### config.mk
export PLATFORM = sky130hd
export DESIGN_NAME = scope_grid_timing_gen
export DESIGN_NICKNAME = d
export VERILOG_FILES = /design/src/rtl/scope_grid_timing_gen.sv
export SDC_FILE = /design/constraint.sdc
export NUM_CORES = 1
export LEC_CHECK = 0
export CELL_PAD_IN_SITES_DETAIL_PLACEMENT = 1
export CELL_PAD_IN_SITES_GLOBAL_PLACEMENT = 1
export CORE_MARGIN = 2
export CORE_UTILIZATION = 40
export CTS_CLUSTER_DIAMETER = 80
export DETAILED_ROUTE_END_ITERATION = 8
export PLACE_DENSITY = 0.82
export SLEW_MARGIN = 15
export SYNTH_ARGS = -nofsm -noshare
export SYNTH_HDL_FRONTEND = slang
export SYNTH_SLANG_ARGS = --single-unit
### constraint.sdc
create_clock -name pclk -period 3.1 [get_ports pclk]
set_input_delay 0.62 -clock pclk [delete_from_list [all_inputs] [get_ports pclk]]
set_output_delay 0.62 -clock pclk [all_outputs]
set_load 0.005 [all_outputs]
### src/rtl/scope_grid_timing_gen.sv
// 1080p60 video timing generator with oscilloscope background raster.
// Produces sync/de/data for the waveform overlay stage. The plot window
// has a solid border and an optional solid or dotted graticule. Config
// inputs are shadow-latched once per frame so changes never tear.
module scope_grid_timing_gen #(
   parameter int unsigned H_ACTIVE = 1920,
   parameter int unsigned H_FP     = 88,
   parameter int unsigned H_SYNC   = 44,
   parameter int unsigned H_BP     = 148,
   parameter int unsigned V_ACTIVE = 1080,
   parameter int unsigned V_FP     = 4,
   parameter int unsigned V_SYNC   = 5,
   parameter int unsigned V_BP     = 36,
   parameter logic        HS_POL   = 1'b1,
   parameter logic        VS_POL   = 1'b1,
   parameter int unsigned PLOT_X0  = 442,
   parameter int unsigned PLOT_X1  = 1522,
   parameter int unsigned PLOT_Y0  = 9,
   parameter int unsigned PLOT_Y1  = 1075,
   parameter int unsigned GRID_DX  = 108,
   parameter int unsigned GRID_DY  = 104
) (
   input  logic        pclk,
   input  logic        rst_n,
   input  logic        grid_en,
   input  logic        grid_style,
   input  logic [23:0] bg_color,
   input  logic [23:0] grid_color,
   input  logic [23:0] border_color,
   input  logic [23:0] outer_color,
   output logic        o_hs,
   output logic        o_vs,
   output logic        o_de,
   output logic [23:0] o_data,
   output logic        o_frame_start
);

   localparam int unsigned H_TOTAL = H_ACTIVE + H_FP + H_SYNC + H_BP;
   localparam int unsigned V_TOTAL = V_ACTIVE + V_FP + V_SYNC + V_BP;
   localparam int unsigned HW      = $clog2(H_TOTAL);
   localparam int unsigned VW      = $clog2(V_TOTAL);
   localparam int unsigned GXW     = ($clog2(GRID_DX) < 2) ? 2 : $clog2(GRID_DX);
   localparam int unsigned GYW     = ($clog2(GRID_DY) < 2) ? 2 : $clog2(GRID_DY);

   localparam logic [HW-1:0]  H_LAST  = HW'(H_TOTAL - 1);
   localparam logic [HW-1:0]  H_ACT   = HW'(H_ACTIVE);
   localparam logic [HW-1:0]  HS_BEG  = HW'(H_ACTIVE + H_FP);
   localparam logic [HW-1:0]  HS_END  = HW'(H_ACTIVE + H_FP + H_SYNC);
   localparam logic [HW-1:0]  X0      = HW'(PLOT_X0);
   localparam logic [HW-1:0]  X1      = HW'(PLOT_X1);
   // Column before the window's left edge (wraps when the window starts at 0).
   localparam logic [HW-1:0]  X0_PRE  = HW'((PLOT_X0 + H_TOTAL - 1) % H_TOTAL);
   localparam logic [VW-1:0]  V_LAST  = VW'(V_TOTAL - 1);
   localparam logic [VW-1:0]  V_ACT   = VW'(V_ACTIVE);
   localparam logic [VW-1:0]  VS_BEG  = VW'(V_ACTIVE + V_FP);
   localparam logic [VW-1:0]  VS_END  = VW'(V_ACTIVE + V_FP + V_SYNC);
   localparam logic [VW-1:0]  Y0      = VW'(PLOT_Y0);
   localparam logic [VW-1:0]  Y1      = VW'(PLOT_Y1);
   localparam logic [VW-1:0]  Y0_PRE  = VW'((PLOT_Y0 + V_TOTAL - 1) % V_TOTAL);
   localparam logic [GXW-1:0] GX_LAST = GXW'(GRID_DX - 1);
   localparam logic [GYW-1:0] GY_LAST = GYW'(GRID_DY - 1);

   logic [HW-1:0]  h_cnt;
   logic [VW-1:0]  v_cnt;
   logic [GXW-1:0] gx;
   logic [GYW-1:0] gy;

   logic        s_grid_en;
   logic        s_grid_style;
   logic [23:0] s_bg;
   logic [23:0] s_grid;
   logic [23:0] s_border;
   logic [23:0] s_outer;

   logic        line_end;
   logic        frame_end;
   logic        hs_c;
   logic        vs_c;
   logic        de_c;
   logic        in_win;
   logic        border;
   logic        vline;
   logic        hline;
   logic        grid;
   logic [23:0] pix;

   // Pixel decode: sync windows, plot window membership and colour priority.
   always_comb begin
      line_end  = (h_cnt == H_LAST);
      frame_end = line_end && (v_cnt == V_LAST);
      hs_c      = (h_cnt >= HS_BEG) && (h_cnt < HS_END);
      vs_c      = (v_cnt >= VS_BEG) && (v_cnt < VS_END);
      de_c      = (h_cnt < H_ACT) && (v_cnt < V_ACT);
      in_win    = (h_cnt >= X0) && (h_cnt <= X1) && (v_cnt >= Y0) && (v_cnt <= Y1);
      border    = in_win && ((h_cnt == X0) || (h_cnt == X1) || (v_cnt == Y0) || (v_cnt == Y1));
      vline     = in_win && (gx == '0) && (!s_grid_style || (gy[1:0] == 2'b00));
      hline     = in_win && (gy == '0) && (!s_grid_style || (gx[1:0] == 2'b00));
      grid      = s_grid_en && (vline || hline);
      pix       = s_outer;
      if (border)
         pix = s_border;
      else if (grid)
         pix = s_grid;
      else if (in_win)
         pix = s_bg;
      if (!de_c)
         pix = '0;
   end

   // Raster and graticule phase counters; gx/gy replace modulo arithmetic.
   always_ff @(posedge pclk) begin
      if (!rst_n) begin
         h_cnt <= '0;
         v_cnt <= '0;
         gx    <= '0;
         gy    <= '0;
      end else begin
         h_cnt <= line_end ? '0 : h_cnt + 1'b1;
         if (line_end)
            v_cnt <= frame_end ? '0 : v_cnt + 1'b1;
         if (h_cnt == X0_PRE)
            gx <= '0;
         else
            gx <= (gx == GX_LAST) ? '0 : gx + 1'b1;
         if (line_end) begin
            if (v_cnt == Y0_PRE)
               gy <= '0;
            else
               gy <= (gy == GY_LAST) ? '0 : gy + 1'b1;
         end
      end
   end

   // Frame-synchronous shadow copy of the configuration inputs.
   always_ff @(posedge pclk) begin
      if (!rst_n) begin
         s_grid_en    <= 1'b0;
         s_grid_style <= 1'b0;
         s_bg         <= '0;
         s_grid       <= '0;
         s_border     <= '0;
         s_outer      <= '0;
      end else if (frame_end) begin
         s_grid_en    <= grid_en;
         s_grid_style <= grid_style;
         s_bg         <= bg_color;
         s_grid       <= grid_color;
         s_border     <= border_color;
         s_outer      <= outer_color;
      end
   end

   // Output register stage keeping sync, de, data and frame_start aligned.
   always_ff @(posedge pclk) begin
      if (!rst_n) begin
         o_hs          <= ~HS_POL;
         o_vs          <= ~VS_POL;
         o_de          <= 1'b0;
         o_data        <= '0;
         o_frame_start <= 1'b0;
      end else begin
         o_hs          <= hs_c ? HS_POL : ~HS_POL;
         o_vs          <= vs_c ? VS_POL : ~VS_POL;
         o_de          <= de_c;
         o_data        <= pix;
         o_frame_start <= (h_cnt == '0) && (v_cnt == '0);
      end
   end

endmodule

Word level (Yosys, flattened, before mapping)
Cells that the tools add are included.
{"block": "totals", "ff_bits": 163, "input_bits": 100}
{"block": "classes", "addsub": 4, "n_lt_le_gt_ge": 10, "eq_ne": 10, "mux": 8, "bitwise": 1, "n_reduce_logical": 30}
{"cell": "$mux 24", "count": 3}
{"cell": "$eq 12x9->1 const B", "count": 2}
{"cell": "$eq 11x11->1 const B", "count": 2}
{"cell": "$eq 11x4->1 const B", "count": 2}
{"cell": "$lt 11x11->1 const B", "count": 2}
{"cell": "$add 7x1->7 const B", "count": 2}
{"cell": "$eq 7x7->1 const B", "count": 2}
{"cell": "$logic_and 1x1->1", "count": 14}
{"cell": "$logic_not 7->1", "count": 2}
{"cell": "$mux 7", "count": 2}
{"cell": "$add 12x1->12 const B", "count": 1}
{"cell": "$eq 12x11->1 const B", "count": 1}
{"cell": "$eq 12x12->1 const B", "count": 1}
{"cell": "$ge 12x11->1 const B", "count": 1}
{"cell": "$ge 12x9->1 const B", "count": 1}
{"cell": "$le 12x11->1 const B", "count": 1}
{"cell": "$logic_not 12->1", "count": 1}
{"cell": "$lt 12x11->1 const B", "count": 1}
{"cell": "$lt 12x12->1 const B", "count": 1}
{"cell": "$add 11x1->11 const B", "count": 1}
{"cell": "$ge 11x11->1 const B", "count": 1}
{"cell": "$ge 11x4->1 const B", "count": 1}
{"cell": "$le 11x11->1 const B", "count": 1}
{"cell": "$logic_not 11->1", "count": 1}
{"cell": "other kinds (9)", "count": 16}

Logic depth before layout (Yosys ltp)
{"block": "logic_depth", "word_depth": 10, "ltp_mapped": 10, "ltp_nobuf": 7}

Worst setup path after synthesis
OpenSTA, ideal clock, no wires.
{"block": "synth_timing", "kind": "register to register", "start": "register h_cnt[1]", "end": "register v_cnt[0]", "setup_time_ps": 115, "arrival_time_ps": 1849, "required_ps": 2985, "setup_slack_ps": 1136, "stages_incl_launch_ff": 10, "n_path_buf": 3, "path_cell_list": "dfxtp_1 > ha_1 > and4_1 > nand3_1 > or3_1 > buf_2 > buf_6 > nand2_2 > buf_6 > nor2_1"}
{"block": "synth_between", "elab_chain_len": 3}
{"element": "start: declaration", "line_no": "63", "rtl": "logic [HW-1:0] h_cnt;"}
{"element": "start signal: assignment", "line_no": "118", "rtl": "h_cnt <= line_end ? '0 : h_cnt + 1'b1;"}
{"element": "$eq 12x12->1 (*)", "line_no": "89", "rtl": "line_end = (h_cnt == H_LAST);"}
{"element": "$logic_and 1x1->1", "line_no": "90", "rtl": "frame_end = line_end && (v_cnt == V_LAST);"}
{"element": "$mux 11", "line_no": "120", "rtl": "v_cnt <= frame_end ? '0 : v_cnt + 1'b1;"}
{"element": "end signal: assignment", "line_no": "120"}
{"element": "end: declaration", "line_no": "64", "rtl": "logic [VW-1:0] v_cnt;"}
Every way passes the cells marked *; elsewhere a longest branch is shown, timed or not.
A chain may end at the register's enable or synchronous reset.

Worst setup path after layout
{"block": "layout_timing", "start": "register h_cnt[1]", "end": "register s_outer[12]"}
{"block": "layout_between", "elab_chain_len": 2}
{"element": "$eq 12x12->1", "line_no": "89"}
{"element": "$logic_and 1x1->1", "line_no": "90"}
{"element": "end signal: assignment", "line_no": "149", "rtl": "s_outer <= outer_color;"}
{"element": "end: declaration", "line_no": "73", "rtl": "logic [23:0] s_outer;"}
Every way passes these cells.

==> impl_metrics.xml <==
<?xml version="1.0" encoding="UTF-8"?>
<metrics>
  <group name="floorplanning">
    <metric name="initial_core_util" unit="%">40.63</metric>
    <metric name="die_h" unit="um">138.6</metric>
    <metric name="chipWidth" unit="um">138.6</metric>
    <metric name="num_rows" unit="">49</metric>
    <metric name="core_area" unit="mm2">0.01784</metric>
    <metric name="die-area" unit="mm2">0.01921</metric>
    <metric name="i_o_pin_count" unit="">128</metric>
  </group>
  <group name="synthesis">
    <metric name="yosysTopAreaCellShare" unit="%">45.02</metric>
    <metric name="ys_seq_area_share" unit="%">45.02</metric>
    <metric name="synth_largest_area_cell" unit="">sky130_fd_sc_hd__dfxtp_1</metric>
    <metric name="synthesis.area_per_instance" unit="um2">8.409</metric>
    <metric name="yosys_register_bits" unit="">163</metric>
    <metric name="yosys-top-cells-area" unit="">sky130_fd_sc_hd__dfxtp_1 (45%), sky130_fd_sc_hd__nand2_1 (11%), sky130_fd_sc_hd__a21boi_0 (8.4%)</metric>
    <metric name="yosysWarningCount" unit="">0</metric>
    <metric name="dominantRegCellSynth" unit="">sky130_fd_sc_hd__dfxtp_1</metric>
    <metric name="synth.most_common_cell" unit="">sky130_fd_sc_hd__nand2_1</metric>
    <metric name="postSynthNetCount" unit="">972</metric>
    <metric name="netlist-cell-type-count" unit="">53</metric>
    <metric name="synth_enable_flop_cells" unit="">0</metric>
    <metric name="synth_async_sr_flop_share" unit="%">0</metric>
    <metric name="post_synthesis_cell_area" unit="mm2">0.007248</metric>
    <metric name="synthTopCellsByCount" unit="">sky130_fd_sc_hd__nand2_1 (215), sky130_fd_sc_hd__dfxtp_1 (163), sky130_fd_sc_hd__a21boi_0 (81), sky130_fd_sc_hd__nand3_1 (70), sky130_fd_sc_hd__nor2_1 (37)</metric>
    <metric name="syn_inst" unit="">862</metric>
  </group>
  <group name="cts">
    <metric name="cts_made_buffers" unit="">17</metric>
    <metric name="htreeDepth" unit="">4</metric>
    <metric name="clock_tree.buffer_depth" unit="">2</metric>
    <metric name="cts.reportedPaths.clkPinSlew" unit="ps">70</metric>
    <metric name="ctsResizeCount" unit="">0</metric>
    <metric name="worst_skew_pair.late_latency" unit="ps">430</metric>
    <metric name="hold_buffers" unit="">0</metric>
    <metric name="clock_sink_count" unit="">163</metric>
    <metric name="cts_tree" unit="">yes</metric>
    <metric name="cts_root_buffer" unit="">sky130_fd_sc_hd__clkbuf_16</metric>
    <metric name="postCtsSetupRepairBufs" unit="">0</metric>
  </group>
  <group name="setup_path">
    <metric name="worst_ep_required_time" unit="ps">3400</metric>
    <metric name="critPathLaunchType" unit="">flip-flop</metric>
    <metric name="critPathMaxStageDelay" unit="ps">540</metric>
    <metric name="worst_path_dominant_cell_family" unit="">simple AND/OR/NAND/NOR gates</metric>
    <metric name="cp_num_buf_inv" unit="">1</metric>
    <metric name="r2r_setup_slack" unit="ps">560</metric>
    <metric name="worstPathArrival" unit="ps">2830</metric>
    <metric name="regToRegEndpoint" unit="">s_outer[12]</metric>
    <metric name="worst_r2r_path_depth" unit="">7</metric>
    <metric name="worstReg2RegStart" unit="">h_cnt[1]</metric>
    <metric name="cp-end-kind" unit="">flip-flop</metric>
    <metric name="worst-path-max-fanout" unit="">87</metric>
    <metric name="path_class" unit="">flip-flop to flip-flop</metric>
    <metric name="critical_path.slowest_cell" unit="">sky130_fd_sc_hd__or3_4</metric>
    <metric name="cp_cell_instances" unit="">ha_1 &gt; and4_1 &gt; nand3_1 &gt; or3_4 &gt; buf_12 &gt; nand2_1 &gt; a21boi_0</metric>
  </group>
  <group name="finish">
    <metric name="layout.area.seq" unit="mm2">0.003263</metric>
    <metric name="area.growth.synth_to_final" unit="%">26.95</metric>
    <metric name="stdcell_area" unit="mm2">0.009201</metric>
    <metric name="num_antenna_cells" unit="">0</metric>
    <metric name="share_of_cells_above_drive_strength_1" unit="%">6.004</metric>
    <metric name="n_fill_cell" unit="">2104</metric>
    <metric name="final_cells" unit="">1195</metric>
    <metric name="nets_final" unit="">1064</metric>
    <metric name="multiInputGateArea" unit="mm2">0.003615</metric>
  </group>
  <group name="sta">
    <metric name="setup_viol_count_final" unit="">0</metric>
    <metric name="min_period_over_period" unit="%">81.88</metric>
    <metric name="final-hold-violation-count" unit="">0</metric>
    <metric name="worstMarginPinSlew" unit="ps">1028</metric>
    <metric name="worst_slew_margin_relative_to_its_limit" unit="%">31.45</metric>
    <metric name="setup_repair_after_global_routing_missed_its_margin" unit="">no</metric>
    <metric name="achievable-frequency" unit="MHz">394.0</metric>
    <metric name="fin_ws" unit="ps">561.9</metric>
    <metric name="final.setup.tns" unit="ps">0</metric>
    <metric name="skew" unit="ps">8.441</metric>
    <metric name="maxSlewViolCount" unit="">0</metric>
    <metric name="period_needed" unit="ps">2538</metric>
  </group>
  <group name="drt">
    <metric name="drc" unit="">0</metric>
    <metric name="dr.pass1.iters" unit="">5</metric>
    <metric name="detailroute.wirelength.met2" unit="um">10580</metric>
    <metric name="routedWlPerCell" unit="um">17.98</metric>
    <metric name="detailed_route_iter0_violations" unit="">372</metric>
    <metric name="drtAntennaViolNets" unit="">0</metric>
    <metric name="routed-via-count" unit="">6513</metric>
    <metric name="viasPerCell" unit="">5.450</metric>
    <metric name="wl_met3" unit="um">989</metric>
    <metric name="top_layer" unit="">met4</metric>
    <metric name="wirelength_met1" unit="um">9509</metric>
    <metric name="drt_wl_total" unit="um">21490</metric>
  </group>
  <group name="flow_run">
    <metric name="max_cap_viol_count" unit="">0</metric>
  </group>
  <group name="hold_path">
    <metric name="holdPathStages" unit="">2</metric>
    <metric name="worstHoldPathType" unit="">flip-flop to flip-flop</metric>
    <metric name="hold_end" unit="">s_border[0]</metric>
    <metric name="worst_hold_startpoint" unit="">s_border[0]</metric>
  </group>
  <group name="power">
    <metric name="design_power_total" unit="uW">4533</metric>
    <metric name="ir_drop" unit="V">0.0004072</metric>
    <metric name="p_leak" unit="uW">0.003190</metric>
    <metric name="cellPowerDensity" unit="mW/mm2">492.6</metric>
  </group>
  <group name="place">
    <metric name="final_weighted_congestion_of_routability_driven_global_placement" unit="">0.8443</metric>
    <metric name="dpl.hpwl" unit="um">14390</metric>
    <metric name="place_inst" unit="">1164</metric>
    <metric name="portBuffers" unit="">127</metric>
    <metric name="dpl-instance-area" unit="mm2">0.008587</metric>
    <metric name="preCtsSetupSlack" unit="ps">639.0</metric>
  </group>
  <group name="status">
    <metric name="outcome" unit="">completed</metric>
  </group>
  <group name="global_route">
    <metric name="grt.overflow.total" unit="">0</metric>
    <metric name="grt_usage" unit="%">22.24</metric>
    <metric name="grt_first_pass_wirelength" unit="um">34530</metric>
    <metric name="grt_start_max_net_pins" unit="">88</metric>
    <metric name="via_count_of_the_first_global_routing_pass" unit="">6713</metric>
    <metric name="antenna_found_initial" unit="">0</metric>
  </group>
</metrics>
[area by class of cell]
cell class,instances,share of cell area [%]
timing repair buffer,138,14.93
inverter,13,0.5303
clock buffer,18,4.773
tap,229,3.114
clock inverter,13,1.904
multi-input combinational,621,39.28
sequential,163,35.46
[sequential cells by signal, summed over array words and instances (netlist names)]
name and count:
s_grid_style 1, v_cnt 11, o_vs 1, s_grid_en 1
o_frame_start 1, o_data 24, gy 7, s_grid 24
gx 7, o_hs 1, s_border 24, s_bg 24
s_outer 24, o_de 1, h_cnt 12
[report_power, final]
part           leakage [uW]  total [uW]  internal [uW]  switching, uW
Clock              0.000299        2200           1300            901
Combinational       0.00158         219            144           74.9
Sequential          0.00131        2110           2100           10.5
[worst min-delay path: cells and delay by family (launching register included)]
family	cells	cell delay (ps)
flops	1	310
compound gates	1	50
simple gates	1	50
[per-stage QoR]
stage          hold slack [ps]  utilization [%]
2_1_floorplan            425.6                -
3_3_place_gp             433.0            48.13
3_5_place_dp             440.9            48.13
4_1_cts                  450.0            51.57
5_1_grt                  473.0            51.57
6_report                 449.3            51.57
[cell usage in the layout (no fill, tap or decap), drive strengths merged, types with 5 or more instances in the layout]
cell type,netlist,layout
a21boi,101,101
a21oi,5,5
a32o,24,24
and3,7,7
buf,35,12
clkbuf,30,18
clkdlybuf4s50,0,126
clkinv,0,5
dfxtp,163,163
ha,10,10
inv,13,17
nand2,216,216
nand2b,25,25
nand3,70,70
nand4,12,12
nor2,37,37
nor3,12,12
nor4,8,8
o21ai,26,26
xnor2,17,17
xor2,12,12
[worst max-delay path by stage]
stage | to | slack, ps | depth (start not counted) | start
global route | s_outer[9] | 430 | 7 | h_cnt[1]
finish | s_outer[12] | 560 | 7 | h_cnt[1]
floorplan | v_cnt[0] | 1140 | 9 | h_cnt[1]
detailed placement | s_grid_style | 640 | 7 | h_cnt[1]
CTS | s_outer[12] | 580 | 7 | h_cnt[1]
global placement | s_outer[12] | 720 | 7 | h_cnt[1]
[routing by layer]
metal | global-route usage, % | up-vias
li1 | - | 3121
met1 | 28.48 | 3173
met2 | 37.49 | 187
met5 | 0 | -
met3 | 4.454 | 32
met4 | 7.974 | 0
[cell families (layout without fill, tap and decap cells)]
kind of cell             after synthesis  in the layout  share of synthesized area [%]
AND/OR/NAND/NOR                      409            409                          26.33
AO/OA/AOI/OAI                        173            173                          18.07
buffers and inverters                 78            182                          5.351
flip-flops                           163            163                          45.02
XOR/XNOR                              29             29                          3.504
adder cells (fa/ha/maj)               10             10                          1.726
Power figures use the tool's default switching activity.
